[src/rtl/uart_pkg.sv]
`default_nettype none
// ============================================================================
//  Module      : uart_pkg
//  Description : Shared UART definitions. Holds the receiver state encoding
//                and the baud divisor function that the transmitter also
//                uses, so both ends of the link derive the same bit period.
//  Revision    : 1.0  initial release
// ============================================================================
package uart_pkg;

  // Receiver state encoding
  typedef enum logic [2:0] {
    RX_IDLE  = 3'd0,
    RX_START = 3'd1,
    RX_DATA  = 3'd2,
    RX_STOP  = 3'd3,
    RX_BREAK = 3'd4
  } uart_rx_state_t;

  // Clock cycles per serial bit, truncating division.
  function automatic int unsigned uart_clks_per_bit(input int unsigned clock_hz,
                                                    input int unsigned baud);
    return clock_hz / baud;
  endfunction

endpackage
`default_nettype wire

[src/rtl/uart_rx_fifo.sv]
`default_nettype none
// ============================================================================
//  Module      : uart_rx_fifo
//  Description : Generic byte FIFO with push/full and pop/valid handshakes.
//                Circular buffer with read/write pointers and an occupancy
//                count. A pop and a push in the same cycle on a full buffer
//                both succeed: the pop frees the slot the push writes into.
//                The head entry is presented directly from storage, so it is
//                stable until popped and the next entry appears one cycle
//                after a pop.
//  Ports       : clk        - clock
//                rst        - asynchronous active-high reset (empties FIFO)
//                i_push     - write request
//                i_data     - write data
//                o_full     - FIFO holds DEPTH entries
//                i_pop      - read request (ignored when empty)
//                o_data     - head entry (0x00 after reset)
//                o_valid    - FIFO not empty
//  Revision    : 1.0  initial release
// ============================================================================
module uart_rx_fifo #(
  parameter int unsigned DEPTH = 4
) (
  input  logic       clk,
  input  logic       rst,
  input  logic       i_push,
  input  logic [7:0] i_data,
  output logic       o_full,
  input  logic       i_pop,
  output logic [7:0] o_data,
  output logic       o_valid
);

  localparam int unsigned AW = $clog2(DEPTH);
  localparam int unsigned CW = $clog2(DEPTH) + 1;

  localparam logic [AW-1:0] c_last_ptr = AW'(DEPTH - 1);
  localparam logic [CW-1:0] c_depth    = CW'(DEPTH);

  logic [7:0]    r_mem [DEPTH];
  logic [AW-1:0] r_wptr;
  logic [AW-1:0] r_rptr;
  logic [CW-1:0] r_count;

  logic w_empty;
  logic w_full;
  logic w_pop;
  logic w_wr;

  assign w_empty = (r_count == '0);
  assign w_full  = (r_count == c_depth);
  assign w_pop   = i_pop && !w_empty;
  // A simultaneous pop makes room, so a push into a full buffer still lands.
  assign w_wr    = i_push && (!w_full || w_pop);

  always_ff @(posedge clk or posedge rst) begin
    if (rst) begin
      for (int i = 0; i < int'(DEPTH); i++) begin
        r_mem[i] <= '0;
      end
      r_wptr  <= '0;
      r_rptr  <= '0;
      r_count <= '0;
    end else begin
      if (w_wr) begin
        r_mem[r_wptr] <= i_data;
        r_wptr        <= (r_wptr == c_last_ptr) ? '0 : r_wptr + 1'b1;
      end
      if (w_pop) begin
        r_rptr <= (r_rptr == c_last_ptr) ? '0 : r_rptr + 1'b1;
      end
      case ({w_wr, w_pop})
        2'b10:   r_count <= r_count + 1'b1;
        2'b01:   r_count <= r_count - 1'b1;
        default: r_count <= r_count;
      endcase
    end
  end

  assign o_full  = w_full;
  assign o_data  = r_mem[r_rptr];
  assign o_valid = !w_empty;

endmodule
`default_nettype wire

[src/rtl/uart_rx.sv]
`default_nettype none
// ============================================================================
//  Module      : uart_rx
//  Description : 8N1 UART receiver. The serial input is synchronized, frames
//                are sampled at mid-bit using a per-bit cycle counter, and
//                received bytes are delivered on a valid/ready interface.
//                Stop-bit failures raise frame_err; bytes arriving at a full
//                buffer are dropped and raise overrun.
//  Config      : UART_RX_FIFO_EN defined   -> FIFO_DEPTH-entry receive FIFO
//                UART_RX_FIFO_EN undefined -> single holding register
//  Ports       : clk_cpu   - block clock
//                reset     - asynchronous active-high reset
//                rx_pin    - serial line, idle high, asynchronous
//                rd_data   - head received byte
//                rd_valid  - rd_data holds an unread byte
//                rd_ready  - consumer accepts rd_data when rd_valid is high
//                frame_err - one-cycle pulse, stop bit sampled low
//                overrun   - one-cycle pulse, good byte dropped (buffer full)
//  Revision    : 1.0  initial release
// ============================================================================
module uart_rx
  import uart_pkg::*;
#(
  parameter int unsigned UART_CLOCK_HZ = 20_000_000,
  parameter int unsigned UART_BAUD     = 115200,
  parameter int unsigned FIFO_DEPTH    = 4
) (
  input  logic       clk_cpu,
  input  logic       reset,
  input  logic       rx_pin,
  output logic [7:0] rd_data,
  output logic       rd_valid,
  input  logic       rd_ready,
  output logic       frame_err,
  output logic       overrun
);

  localparam int unsigned CLKS_PER_BIT = uart_clks_per_bit(UART_CLOCK_HZ, UART_BAUD);
  localparam int unsigned HALF_BIT     = CLKS_PER_BIT / 2;
  localparam int unsigned CNT_W        = $clog2(CLKS_PER_BIT);

  localparam logic [CNT_W-1:0] c_half_last = CNT_W'(HALF_BIT - 1);
  localparam logic [CNT_W-1:0] c_bit_last  = CNT_W'(CLKS_PER_BIT - 1);

`ifdef UART_RX_FIFO_EN
  localparam bit c_fifo_en = 1'b1;
`else
  localparam bit c_fifo_en = 1'b0;
`endif

  if (CLKS_PER_BIT < 4) begin : g_cpb_check
    $error("uart_rx: CLKS_PER_BIT must be at least 4");
  end

  if (c_fifo_en && ((FIFO_DEPTH < 2) || ((FIFO_DEPTH & (FIFO_DEPTH - 1)) != 0)))
  begin : g_depth_check
    $error("uart_rx: FIFO_DEPTH must be a power of two, at least 2");
  end

  // --------------------------------------------------------------------------
  // Input synchronizer; resets to the idle line level so reset release does
  // not look like a start edge.
  // --------------------------------------------------------------------------
  logic r_sync1;
  logic r_sync2;
  logic w_rx_s;

  always_ff @(posedge clk_cpu or posedge reset) begin
    if (reset) begin
      r_sync1 <= 1'b1;
      r_sync2 <= 1'b1;
    end else begin
      r_sync1 <= rx_pin;
      r_sync2 <= r_sync1;
    end
  end

  assign w_rx_s = r_sync2;

  // --------------------------------------------------------------------------
  // Frame FSM
  // --------------------------------------------------------------------------
  uart_rx_state_t   r_state;
  uart_rx_state_t   w_state_nxt;
  logic [CNT_W-1:0] r_cnt;
  logic [CNT_W-1:0] w_cnt_nxt;
  logic [2:0]       r_bit_idx;
  logic [2:0]       w_bit_idx_nxt;
  logic [7:0]       r_shift;
  logic [7:0]       w_shift_nxt;
  logic             w_push;
  logic             w_ferr;

  always_ff @(posedge clk_cpu or posedge reset) begin
    if (reset) begin
      r_state   <= RX_IDLE;
      r_cnt     <= '0;
      r_bit_idx <= '0;
      r_shift   <= '0;
    end else begin
      r_state   <= w_state_nxt;
      r_cnt     <= w_cnt_nxt;
      r_bit_idx <= w_bit_idx_nxt;
      r_shift   <= w_shift_nxt;
    end
  end

  always_comb begin
    w_state_nxt   = r_state;
    w_cnt_nxt     = r_cnt + 1'b1;
    w_bit_idx_nxt = r_bit_idx;
    w_shift_nxt   = r_shift;
    w_push        = 1'b0;
    w_ferr        = 1'b0;

    case (r_state)
      RX_IDLE: begin
        w_cnt_nxt     = '0;
        w_bit_idx_nxt = '0;
        if (!w_rx_s) begin
          w_state_nxt = RX_START;
        end
      end

      // Re-check the line at the middle of the start bit; a line that has
      // already returned high was a glitch.
      RX_START: begin
        if (r_cnt == c_half_last) begin
          w_cnt_nxt   = '0;
          w_state_nxt = w_rx_s ? RX_IDLE : RX_DATA;
        end
      end

      RX_DATA: begin
        if (r_cnt == c_bit_last) begin
          w_cnt_nxt   = '0;
          w_shift_nxt = {w_rx_s, r_shift[7:1]};
          if (r_bit_idx == 3'd7) begin
            w_state_nxt = RX_STOP;
          end else begin
            w_bit_idx_nxt = r_bit_idx + 1'b1;
          end
        end
      end

      // Returning to IDLE at the stop-bit midpoint leaves half a bit of
      // margin to catch a back-to-back start edge.
      RX_STOP: begin
        if (r_cnt == c_bit_last) begin
          w_cnt_nxt = '0;
          if (w_rx_s) begin
            w_push      = 1'b1;
            w_state_nxt = RX_IDLE;
          end else begin
            w_ferr      = 1'b1;
            w_state_nxt = RX_BREAK;
          end
        end
      end

      // A line held low after a bad stop bit must not be re-read as frames.
      RX_BREAK: begin
        w_cnt_nxt = '0;
        if (w_rx_s) begin
          w_state_nxt = RX_IDLE;
        end
      end

      default: begin
        w_cnt_nxt   = '0;
        w_state_nxt = RX_IDLE;
      end
    endcase
  end

  // --------------------------------------------------------------------------
  // Receive buffer
  // --------------------------------------------------------------------------
  logic w_pop;
  logic w_full;

  assign w_pop = rd_valid && rd_ready;

`ifdef UART_RX_FIFO_EN
  uart_rx_fifo #(
    .DEPTH (FIFO_DEPTH)
  ) u_fifo (
    .clk     (clk_cpu),
    .rst     (reset),
    .i_push  (w_push),
    .i_data  (r_shift),
    .o_full  (w_full),
    .i_pop   (w_pop),
    .o_data  (rd_data),
    .o_valid (rd_valid)
  );
`else
  logic [7:0] r_hold_data;
  logic       r_hold_valid;
  logic       w_accept;

  assign w_full   = r_hold_valid;
  assign w_accept = w_push && (!r_hold_valid || w_pop);

  always_ff @(posedge clk_cpu or posedge reset) begin
    if (reset) begin
      r_hold_data  <= '0;
      r_hold_valid <= 1'b0;
    end else if (w_accept) begin
      r_hold_data  <= r_shift;
      r_hold_valid <= 1'b1;
    end else if (w_pop) begin
      r_hold_valid <= 1'b0;
    end
  end

  assign rd_data  = r_hold_data;
  assign rd_valid = r_hold_valid;
`endif

  // --------------------------------------------------------------------------
  // Status pulses
  // --------------------------------------------------------------------------
  logic r_frame_err;
  logic r_overrun;

  always_ff @(posedge clk_cpu or posedge reset) begin
    if (reset) begin
      r_frame_err <= 1'b0;
      r_overrun   <= 1'b0;
    end else begin
      r_frame_err <= w_ferr;
      // A pop in the same cycle frees a slot, so that push is not dropped.
      r_overrun   <= w_push && w_full && !w_pop;
    end
  end

  assign frame_err = r_frame_err;
  assign overrun   = r_overrun;

endmodule
`default_nettype wire

[config.mk]
export PLATFORM = sky130hd
export DESIGN_NAME = uart_rx
export DESIGN_NICKNAME = d
export VERILOG_FILES = /design/src/rtl/uart_pkg.sv /design/src/rtl/uart_rx_fifo.sv /design/src/rtl/uart_rx.sv
export SDC_FILE = /design/constraint.sdc
export NUM_CORES = 1
export LEC_CHECK = 0
export ABC_AREA = 1
export BUFFER_PORTS_ARGS = -buffer_cell sky130_fd_sc_hd__buf_2
export CAP_MARGIN = 20
export CORE_ASPECT_RATIO = 1.1
export CORE_MARGIN = 10
export CORE_UTILIZATION = 40
export DETAILED_ROUTE_END_ITERATION = 8
export SLEW_MARGIN = 20
export SYNTH_ARGS = -nofsm -noshare
export SYNTH_HDL_FRONTEND = slang
export SYNTH_SLANG_ARGS = --single-unit
[constraint.sdc]
create_clock -name clk_cpu -period 3.6 [get_ports clk_cpu]
set_input_delay 0.72 -clock clk_cpu [delete_from_list [all_inputs] [get_ports clk_cpu]]
set_output_delay 0.72 -clock clk_cpu [all_outputs]
set_load 0.005 [all_outputs]
==> results of run 1 <==
## registers in the layout, summed over array words and instances, names as in the netlist
name and count:
frame_err 1, overrun 1, r_bit_idx 3, r_cnt 8
r_shift 8, r_state 3, r_sync1 1, r_sync2 1
rd_data 8, rd_valid 1
## where the power goes
group          switching [W]  internal, W  leakage (nW)
clock               0.000147     0.000206        0.0581
combinational     0.00000879   0.00000236         0.494
sequential       0.000000883     0.000395         0.467
total               0.000156     0.000603          1.02
## logic make-up (layout without fill, tap and decap cells)
kind of cell,count (synthesis),after routing,share of synthesized area (%)
compound gates,20,20,7.19
buf+inv,24,44,6.29
flops,35,35,52.6
fa+ha+maj,5,5,3.75
simple gates,108,108,27.6
xor+xnor,5,5,2.62
## final timing paths
kind | start | end | slack, ns | depth (start not counted)
worst max-delay path | r_cnt[0] | r_shift[6] | 1.85 | 9
worst min-delay path | r_sync1 | r_sync2 | 0.35 | 0
worst max register to register | r_cnt[0] | r_shift[6] | 1.85 | 9
worst min register to register | r_sync1 | r_sync2 | 0.35 | 0
max in group asynchronous | reset | r_sync1 | 2.73 | 3
min in group asynchronous | reset | overrun | 0.52 | 3
## per-stage QoR
stage,hold slack [ns],instance area [µm²]
floorplan,0.345,1670
global placement,0.346,1790
detailed placement,0.347,1790
CTS,0.360,1900
global route,0.363,1900
finish,0.353,1900
## layer usage
metal / GRT usage (%) / share of wire [%]
met2: 14.2 / 44
met4: 4.18 / 1.4
met1: 11.8 / 49
met3: 2.66 / 5.7
met5: 0 / 0
## final cells by class
type | count | share of cell area [%]
clock inverter | 3 | 2.31
inverter | 21 | 4.15
sequential | 35 | 46.2
multi-input combinational | 138 | 36.2
clock buffer | 5 | 3.62
timing repair buffer | 15 | 4.08
tap | 52 | 3.43
## synth_stat cells
cell type  number
nand3_2         1
dfstp_2         2
ha_1            5
inv_2           2
nor2_1         11
a21oi_2         1
a21oi_4         1
nand2_1        70
buf_4           2
nand2_2         5
nor3_1          4
o21ai_1        10
xnor2_1         1
a21oi_1         6
inv_1          19
o211ai_1        1
nor2_2          3
a21boi_0        1
buf_6           1
nand3_1        13
nor2_4          1
dfrtp_1        33
xor2_1          4
==> out/metrics.yaml, run 1 <==
status:
  status: "completed"
floorplan:
  io_pins: 15
  core_area_um2: 3990
  num_rows: 24
  initial_utilization_pct: 41.8
  chipHeight_um: 87.8
  die_x_um: 81.6
  dieArea_um2: 7160
setup_path:
  crit_buf_inv: 2
  path_cells: "inv_1 -> ha_1 -> nand2_1 -> nor2_1 -> nand2_2 -> nor2_2 -> inv_1 -> nand2_1 -> o21ai_1"
  slowest_delay_ns: 0.43
  cp_top_family: "simple AND/OR/NAND/NOR gates"
  crit_arrival_ns: 1.92
  worstSetupPathType: "flip-flop to flip-flop"
  worstPathMaxFanout: 11
  critPathSlowestCell: "dfrtp_1"
  end_kind: "flip-flop"
  cp-start-kind: "flip-flop"
  required_ns: 3.78
clock_tree:
  root_buffer: "clkbuf_8"
  clk_latency_ns: 0.29
  clk_path_buf_depth: 2
  cts.clk_slew.worst_paths_ns: 0.07
  cts_hold_buf: 0
  numCtsBuffers: 5
  htreeDepth: 2
  cts_sinks: 35
  ctsResizeCount: 0
  cts_tree: "yes"
  cts_setup_buffers: 0
drt:
  post_drt_wl_per_cell_um: 11.0
  drt_wl_total_um: 2960
  detail_route.iter0.violations: 76
  detail-route-antenna-nets: 0
  vias: 1228
  drt_pass1_iterations: 4
  viasPerCell: 4.57
  drc_errors: 0
power_and_ir_drop:
  cellPowerDensity_nw_per_um2: 400
  p_leak_nw: 1.02
  report.power.total_w: 0.000760
  peakVddDrop_v: 0.000169
timing:
  fin_skew_ns: 0.00696
  max_slew_margin_pct: 51.1
  fin_crit_sh_pct: 48.6
  rsz0062_at_grt: "no"
  period_needed_ns: 1.75
  fin_tns_setup_ns: 0
  finalMaxSlewViolations: 0
  finalSetupViolCount: 0
  clock.fmax_mhz: 572
  worst_slack_ns: 1.85
  hold_violations: 0
  worst_slew_pin_slew_ns: 0.731
logic_synthesis:
  synthCells: 197
  yosysSeqAreaShare_pct: 52.6
  syn_area_um2: 1670
  synth.avg_cell_area_um2: 8.48
  synth_top_area_cell: "dfrtp_1"
  synth.distinct_cells: 23
  yosysWarnings: 0
  yosys_register_bits: 35
  syn_nets: 206
  yosysTopAreaCellShare_pct: 49.4
  synth.area.top_cells: "dfrtp_1 (49%), nand2_1 (16%), inv_1 (4.3%)"
final_layout:
  multi_input_area_um2: 687
  final_cell_mix: "nand2_1 (70), dfrtp_1 (33), inv_1 (19), buf_2 (14), nand3_1 (13)"
  antenna_cells: 0
  utilization_pct: 47.6
  seqCellArea_um2: 878
  fin_nets: 225
  area_growth_pct: 13.7
  finalNonFillerCells: 269
  fillerInstances: 395
  layout-drive-gt1-share_pct: 18.0
  mostFrequentLayoutCell: "nand2_1"
global_routing:
  track_usage_pct: 9.27
  gr-total-overflow: 0
  grt_pass1_wl_um: 5310
  grt_max_degree: 36
  antenna_found_initial: 0
  grt_pass1_vias: 1204
worst_hold_path:
  min_path_type: "flip-flop to flip-flop"
place:
  gp_congestion: 0.776
  dpl_worst_slack_ns: 1.79
  placed_cells: 261
  dpl.hpwl_um: 2150
  io_buffers: 14
job:
  max_cap_viol_count: 0
Note: power is estimated with default switching activity, not from simulation.
==> run 2: changes to the inputs <==
ABC_AREA = 0   (was 1)
clock period = 1.8 ns   (was 3.6 ns; I/O delays follow)
==> out/metrics.yaml, run 2 <==
floorplan:
  num_rows: 23
  dieArea_um2: 6710
  io_pins: 15
  core_area_um2: 3680
  die_x_um: 79.0
  initial_utilization_pct: 41.6
  chipHeight_um: 84.9
setup_path:
  end_kind: "flip-flop"
  path_cells: "buf_4 -> ha_1 -> nor4bb_1 -> a311oi_1 -> buf_4 -> nor4_1 -> a21o_1"
  worstSetupPathType: "flip-flop to flip-flop"
  cp-start-kind: "flip-flop"
  critPathSlowestCell: "dfrtp_1"
  r2r_slack_ns: 0.06
  crit_buf_inv: 2
  required_ns: 1.98
  endpoint: "r_state[1]"
  reg2regPathDepth: 7
  crit_top_cell: "buf_4"
  worstPathMaxFanout: 3
  cp-startpoint: "r_cnt[0]"
  crit_arrival_ns: 1.92
  cp_top_family: "compound AO/OA/AOI/OAI gates"
  crit-reg2reg-launch: "r_cnt[0]"
  r2r_end: "r_state[1]"
  slowest_delay_ns: 0.41
  path_depth: 7
timing:
  worst_slew_pin_slew_ns: 0.424
  max_slew_margin_pct: 71.7
  clock.fmax_mhz: 574
  hold_violations: 0
  fin_skew_ns: 0.00687
  holdWs_ns: 0.156
  period_needed_ns: 1.74
  fin_crit_sh_pct: 96.8
  finalMaxSlewViolations: 0
  fin_tns_setup_ns: 0
  finalSetupViolCount: 0
  rsz0062_at_grt: "yes"
logic_synthesis:
  ys.flop_type: "dfrtp_1"
  ys_top_cells_by_count: "dfrtp_1 (33), mux2_2 (16), nor2_1 (14)"
  synth_top_area_cell: "dfrtp_1"
  yosysWarnings: 0
  synth.distinct_cells: 30
  yosysMostFrequentCell: "dfrtp_1"
  synthCells: 126
  synth.area.top_cells: "dfrtp_1 (54%), mux2_2 (12%), ha_1 (4.1%)"
  yosysSeqAreaShare_pct: 57.3
  syn_area_um2: 1530
  synth_enable_flop_cells: 0
  synthArstFlopShare_pct: 100
  synth.avg_cell_area_um2: 12.2
  yosys_register_bits: 35
  yosysTopAreaCellShare_pct: 53.9
  syn_nets: 135
final_layout:
  fillerInstances: 371
  multi_input_area_um2: 654
  seqCellArea_um2: 878
  utilization_pct: 51.4
  final_cell_mix: "dfrtp_1 (33), mux2_2 (15), nor2_1 (14), buf_2 (14), buf_4 (14)"
  area_growth_pct: 23.6
  layout-drive-gt1-share_pct: 38.3
  antenna_cells: 0
  mostFrequentLayoutCell: "dfrtp_1"
  fin_nets: 170
place:
  dpl.hpwl_um: 2030
  io_buffers: 14
  gp_congestion: 0.781
power_and_ir_drop:
  swShare_pct: 22.8
  power_frac_clock_pct: 41.3
  power_frac_comb_pct: 1.5
  report.power.total_w: 0.00139
  cellPowerDensity_nw_per_um2: 732
  internal_power_w: 0.00107
  peakVddDrop_v: 0.000541
  power_frac_seq_pct: 57.2
  switchingPower_w: 0.000316
  p_leak_nw: 0.926
global_routing:
  gr-total-overflow: 0
  grt_pass1_wl_um: 4810
  antenna_found_initial: 0
  track_usage_pct: 8.96
  grt_pass1_vias: 1102
  grt_max_degree: 36
drt:
  detail_route.iter0.violations: 38
  drt_wl_total_um: 2950
  detail-route-antenna-nets: 0
  drc_errors: 0
  drt_pass1_iterations: 4
  viasPerCell: 4.92
  post_drt_wl_per_cell_um: 13.9
  vias: 1044
clock_tree:
  numCtsBuffers: 5
  clk_latency_ns: 0.29
  cts.clk_slew.worst_paths_ns: 0.07
  cts_tree: "yes"
  clk_path_buf_depth: 2
  root_buffer: "clkbuf_8"
  cts_sinks: 35
  htreeDepth: 2
job:
  max_cap_viol_count: 0
worst_hold_path:
  min_path_type: "input pin to asynchronous set/reset pin"
status:
  status: "completed"
[run 2: cell count changes after synthesis, sizes merged, moves of 3 or more]
cell / previous run / this run
nor2b: 0 / 3
nand4: 0 / 4
nand2: 75 / 13
o21ai: 10 / 0
nand3: 14 / 6
mux2: 0 / 16
a21oi: 8 / 2
inv: 21 / 3
buf: 3 / 0
[run 2: how the worst min path moves through the flow]
stage	from	endpoint	slack, ns	cells past startpoint
floorplan	r_sync1	r_sync2	0.35	0
global placement	r_sync1	r_sync2	0.35	0
detailed placement	r_sync1	r_sync2	0.35	0
CTS	reset	r_shift[2]	0.16	3
global route	rx_pin	r_sync1	0.15	1
finish	reset	frame_err	0.16	3
[run 2: stage by stage]
stage,std cells,setup slack [ns],instance area [µm²]
after floorplan,126,0.0479,1530
after global placement,201,0.0606,1760
after detailed placement,201,0.0312,1760
after CTS,209,0.0198,1860
after global routing,212,-0.0479,1890
final,212,0.0574,1890
[run 2: cells by family (layout without fill, tap and decap cells)]
family,after synthesis,after routing,synth area share [%]
flops,35,35,57.3
mux,16,16,11.8
fa+ha+maj,5,5,4.08
buf+inv,4,40,0.979
xor+xnor,6,6,3.43
compound gates,9,9,4.41
simple gates,51,51,18.0
[run 2: power groups by stage]
stage	combinational (W)	clock, W	sequential, W
finish	0.0000204	0.000573	0.000793
global route	0.0000243	0.000629	0.000793
CTS	0.0000221	0.000596	0.000793
detailed placement	0.0000219	0	0.000808
global placement	0.0000215	0	0.000808
floorplan	0.0000129	0	0.000807
[run 2: area by class of cell]
cell class,instances,area share (%)
clock inverter,3,1.25
clock buffer,5,3.63
inverter,3,0.594
timing repair buffer,29,10.3
sequential,35,46.4
tap,50,3.30
multi-input combinational,87,34.5
[run 2: metal layers]
metal,routed length (µm),global-route usage [%]
met5,0,0
met4,31,4.89
met3,122,3.06
met2,1550,15.4
met1,1240,9.35
[run 2: tightest hold or removal path: cells and delay by family]
| kind | cells | cell delay, ns |
|---|---|---|
| buffers and inverters | 3 | 0.51 |
[run 2: timing repair]
action | CTS | global route
hold buffers | 0 | 0
hold endpoints to repair | 0 | 0
setup buffers | 0 | 3
endpoints found under the setup margin | 0 | 24
resized for setup | 0 | 4
